$ cat config.mk
export PLATFORM = sky130hd
export DESIGN_NAME = sqrt_pipe_ctrl
export DESIGN_NICKNAME = d
export VERILOG_FILES = /design/src/rtl/sqrt_pipe_ctrl.sv
export SDC_FILE = /design/constraint.sdc
export NUM_CORES = 1
export LEC_CHECK = 0
export BUFFER_PORTS_ARGS = -buffer_cell sky130_fd_sc_hd__buf_2
export CAP_MARGIN = 20
export CORE_UTILIZATION = 45
export DETAILED_ROUTE_END_ITERATION = 10
export GPL_TIMING_DRIVEN = 0
export PLACE_DENSITY = 0.87
export SYNTH_ARGS = -nofsm -noshare
export SYNTH_HDL_FRONTEND = slang
export SYNTH_SLANG_ARGS = --single-unit
$ cat constraint.sdc
create_clock -name clk -period 2.1 [get_ports clk]
set_clock_uncertainty 0.15 [all_clocks]
set_input_delay 0.42 -clock clk [delete_from_list [all_inputs] [get_ports clk]]
set_output_delay 0.42 -clock clk [all_outputs]
set_load 0.02 [all_outputs]
$ cat src/rtl/sqrt_pipe_ctrl.sv
// sqrt_pipe_ctrl: sequencing FSM for the two-stage pipelined square-root datapath.
// Optional iteration watchdog enabled by defining SQRT_CTRL_TIMEOUT_EN.
module sqrt_pipe_ctrl #(
  parameter int MAX_ITER = 256
) (
  input  logic        clk,
  input  logic        rst,
  input  logic        in_valid_i,
  output logic        in_ready_o,
  input  logic [15:0] valor_i,
  output logic [15:0] dp_valor_o,
  output logic        dp_wr_input_o,
  output logic        dp_wr_square_o,
  output logic        dp_en_pipe_o,
  output logic        dp_ready_o,
  output logic        dp_mux_root_o,
  input  logic        dp_N_i,
  input  logic        dp_ready_i,
  input  logic [7:0]  dp_root_i,
  output logic        out_valid_o,
  input  logic        out_ready_i,
  output logic [7:0]  root_o,
  output logic        err_o
);
  typedef enum logic [2:0] {IDLE, LOAD, ITER_A, ITER_B, CORRECT, FLUSH, DRAIN, DONE} state_t;
  state_t state_q, state_d;
  logic [15:0] valor_q;
  logic [7:0] root_q, root_d;
  logic to_hit;
  logic accept;
  if (MAX_ITER < 2 || MAX_ITER > 256) begin : g_bad_max_iter
    $error("MAX_ITER out of range 2..256");
  end
  assign accept = (state_q == IDLE) && in_valid_i;
`ifdef SQRT_CTRL_TIMEOUT_EN
  logic [8:0] cnt_q, cnt_d;
  logic err_q;
  assign to_hit = cnt_q == 9'(MAX_ITER - 1);
  assign cnt_d = (state_q == LOAD) ? '0 : (state_q == ITER_B) ? cnt_q + 9'd1 : cnt_q;
  always_ff @(posedge clk) begin
    if (rst) begin
      cnt_q <= '0;
      err_q <= 1'b0;
    end else begin
      cnt_q <= cnt_d;
      if (accept) err_q <= 1'b0;
      else if (state_q == ITER_B && !dp_N_i && to_hit) err_q <= 1'b1;
    end
  end
  assign err_o = err_q;
`else
  assign to_hit = 1'b0;
  assign err_o = 1'b0;
`endif
  always_comb begin
    state_d = state_q;
    root_d = root_q;
    case (state_q)
      IDLE:    state_d = in_valid_i ? LOAD : IDLE;
      LOAD:    state_d = ITER_A;
      ITER_A:  state_d = ITER_B;
      ITER_B: begin
        state_d = dp_N_i ? CORRECT : to_hit ? DONE : ITER_A;
        root_d = (!dp_N_i && to_hit) ? 8'hFF : root_q;
      end
      CORRECT: state_d = FLUSH;
      FLUSH:   state_d = DRAIN;
      DRAIN: begin
        state_d = dp_ready_i ? DONE : DRAIN;
        root_d = dp_ready_i ? dp_root_i : root_q;
      end
      DONE:    state_d = out_ready_i ? IDLE : DONE;
      default: state_d = IDLE;
    endcase
  end
  always_ff @(posedge clk) begin
    if (rst) begin
      state_q <= IDLE;
      valor_q <= '0;
      root_q <= '0;
    end else begin
      state_q <= state_d;
      root_q <= root_d;
      if (accept) valor_q <= valor_i;
    end
  end
  assign in_ready_o = state_q == IDLE;
  assign dp_valor_o = in_ready_o ? valor_i : valor_q;
  assign dp_wr_input_o = state_q == LOAD;
  assign dp_wr_square_o = state_q == ITER_B;
  assign dp_en_pipe_o = state_q inside {LOAD, ITER_A, ITER_B, CORRECT, FLUSH};
  assign dp_mux_root_o = state_q == CORRECT;
  assign dp_ready_o = state_q == FLUSH;
  assign out_valid_o = state_q == DONE;
  assign root_o = root_q;
endmodule
Word level (Yosys, flattened, before mapping)
Cells that the tools add are included.

word-level totals
  output and inout port bits = 32
  bits in registers = 27
  logic and storage cells = 20
  input port bits = 30

cells by class
  mux-type cells = 6
  equality and inequality tests = 7
  reductions and logical operators = 4

operators by type and width
  kind                count
  $pmux 3 s8          1
  $mux 16             1
  $eq 3x3->1 const B  4
  $eq 3x2->1 const B  2
  $mux 3              2
  $reduce_bool 5->1   1
  $eq 3x1->1 const B  1
  $logic_not 3->1     1
  $mux 1              2
  $reduce_and 2->1    1
  $logic_and 1x1->1   1

Depth between registers and ports, before layout
  word-level depth = 2
  depth in mapped cells = 6

Worst setup path before layout
No wires, ideal clock.

  path kind = reg2out
  from = register state_q[2]
  to = output dp_valor_o[10]
  buffers on the path = 2
  data required time = 1.530 ns
  cell stages (with the launch flop) = 5
  data arrival time = 1.419 ns
  setup slack = 0.111 ns
  cells stage by stage = dfxtp_1 -> buf_6 -> nor3_4 -> buf_4 -> mux2_2

on the way
  longest elaborated chain between the ends = 2

RTL lines
  element                   RTL line  RTL
  start: declaration        26        state_t state_q, state_d;
  start signal: assignment  82        state_q <= state_d;
  $logic_not 3->1           87        assign in_ready_o = state_q == IDLE;
  via in_ready_o            9         output logic in_ready_o,
  $mux 16                   88        assign dp_valor_o = in_ready_o ? valor_i : valor_q;
  end: declaration          11        output logic [15:0] dp_valor_o,

The timed path passes the listed nets, and every way through them passes these cells.

Final worst setup path
  from = register state_q[1]
  to = output dp_valor_o[7]

on the way
  longest elaborated chain between the ends = 2

RTL lines
  element          RTL line
  $logic_not 3->1  87
  $mux 16          88

No other way between the ends.

==> results_dict.tcl <==
set metrics [dict create \
    die_h_um 57.13 \
    synth-async-reset-ratio_pct 0 \
    ios 62 \
    drive_gt1_share_pct 52.73 \
    syn_inst 154 \
    final_util_pct 65.46 \
    dr.pass1.iters 7 \
    crit_path_end_kind "output port" \
    synth_nets 184 \
    arrival_ns 1.59 \
    fin_crit_ns 2.159 \
    synth_cell_type_count 29 \
    powerDensity_mw_per_mm2 682.0 \
    htree_levels 1 \
    initial_core_util_pct 48.34 \
    drv_slew 0 \
    core_mm2 0.002829 \
    synth-edff-count 0 \
    wl_per_cell_um 12.10 \
    synth_ff_type "dfxtp_1" \
    drv_cap 0 \
    viasPerCell 5.000 \
    io_buffers 59 \
    ant_nets 0 \
    area_growth_pct 35.41 \
    dp_hpwl_um 2107 \
    worst_slew_pin_slew_ns 0.6130 \
    design_area_mm2 0.001852 \
    rsz0062_at_grt "true" \
    rows 19 \
    nNetsFinal 251 \
    critPathSlowestCell "dfxtp_4" \
    path_clk_slew_ns 0.15 \
    synthTopCellsByCount "39 x nand2_1, 27 x dfxtp_1, 16 x mux2_2" \
    outcome "finished, violations left" \
    antenna_found_initial 0 \
    n_antenna_cell 0 \
    ys_seq_elements 27 \
    vdd_drop_max_mv 0.3951 \
    clockRootBuffer "clkbuf_4" \
    grt_pass1_vias 1178 \
    drcViolationCount 8 \
    clk_path_buf_depth 2 \
    finalHoldViolations 0 \
    synth_warnings 0 \
    wl_um 3037 \
    grt_overflow 0 \
    insertion_delay_ns 0.31 \
    yosysMostFrequentCell "nand2_1" \
    relSlewSlack_pct 59.13 \
    dieArea_mm2 0.003263 \
    fin_crit_sh_pct 102.8 \
    setup_viol_count_final 16 \
    critPathKind "register to output port" \
    synth-seq-area-share_pct 39.52 \
    cpPeakStageDelay_ns 0.38 \
    setup_ws_ns -0.05860 \
    synth.top_cell.area_share_pct 39.52 \
    worstPathRequired_ns 1.53 \
    crit_fanout 10 \
    cts_tree "built" \
    synth_top_cell_by_area "dfxtp_1" \
    cp-start-kind "register" \
    grt_pass1_wl_um 5085 \
    avgSynthCellArea_um2 8.880 \
    place.gp.congestion 0.7106 \
    clock_sinks 27 \
    path_cells "nor3_4 > buf_6 > mux2_2 > buf_2" \
    drtIter0Drc 57 \
    yosys-top-cells-area "dfxtp_1 40%, mux2_2 13%, nand2_1 11%" \
    grt_start_max_net_pins 16 \
    dpl_cell_area_mm2 0.001702 \
    grtUsageTotal_pct 19.53 \
    p_leak_uw 0.0008518 \
    chipWidth_um 57.13 \
    synth_area_mm2 0.001368 \
    cts_hold_buf 0 \
    cts_buffers 3 \
    fmax_ghz 0.4633 \
    hold_class "input port to register" \
    violations "DRC, setup timing" \
    dr_total_vias 1255 \
]
[per-stage QoR]
stage	cells	hold WS (ns)	setup TNS (ns)	total power, µW	setup slack [ns]
final	251	0.1722	-0.5495	1263	-0.05860
after global routing	251	0.1586	-1.785	1330	-0.1419
after CTS	252	0.1611	-0.6179	1258	-0.05976
after detailed placement	244	0.2953	-0.9248	972.1	-0.1219
after global placement	244	0.2901	-0.7917	969.4	-0.1084
after floorplan	154	0.2838	0	858.1	0.1111
[kinds of logic after synthesis]
group | Yosys count | synth area share (%)
compound gates | 29 | 14.00
buf+inv | 14 | 6.861
flops | 27 | 39.52
mux | 17 | 13.91
other cells | 1 | 0.2742
simple gates | 66 | 25.43
[area by class of cell]
| class | count | area [µm²] |
|---|---|---|
| clock inverters | 1 | 5.005 |
| fillers | 250 | 977.2 |
| repair buffers | 64 | 389.1 |
| multi-input cells | 113 | 763.2 |
| flip-flops and latches | 27 | 549.3 |
| clock buffers | 3 | 22.52 |
| plain buffers | 11 | 80.08 |
| well taps | 31 | 38.79 |
| inverters | 1 | 3.754 |
[power by group]
| part | internal [µW] | switching (µW) |
|---|---|---|
| logic | 238 | 243 |
| registers | 542 | 20.7 |
| clock network | 71.2 | 148 |
[state kept, by name, indices dropped and copies added (netlist names)]
name and flops:
root_o 8, state_q 3, valor_q 16
[per-layer routing]
metal	GRT usage (%)	up-vias	share of wire (%)
met1	26.17	559	47
met2	32.61	41	48
li1	-	653	-
met4	6.272	0	0.76
met5	0	-	0
met3	2.721	2	4.9
[what timing repair did]
item,in CTS,in global routing
pin swaps,1,0
endpoints found under the setup margin,23,21
setup buffers,5,0
gates resized for setup,25,9
[path summary, 6_finish.rpt]
path / from / to / slack [ns] / depth (start not counted)
worst max-delay path: state_q[1] / dp_valor_o[7] / -0.06 / 4
worst min-delay path: dp_root_i[1] / root_o[1] / 0.17 / 3
worst max register to register: state_q[0] / valor_q[11] / 0.19 / 7
worst min register to register: root_o[6] / root_o[6] / 0.32 / 2
[layout by cell type, fill, tap and decap left out, types with 2 or more instances in the layout]
master	n
nor3b_1	2
a21oi_2	10
mux2_2	8
buf_6	11
mux2_4	8
nand2_2	10
clkbuf_1	4
nand2_1	39
dfxtp_1	24
buf_4	6
nor2_1	5
buf_2	52
and3_1	2
clkbuf_4	3
a21oi_1	15
dfxtp_4	2
[worst max-delay path, delay by kind of cell, from the launching register on]
kind / cells / cell delay [ns]
flops: 1 / 0.38
mux: 1 / 0.34
buf+inv: 2 / 0.34
simple gates: 1 / 0.22
No activity file was read; power rests on OpenSTA's default activity.
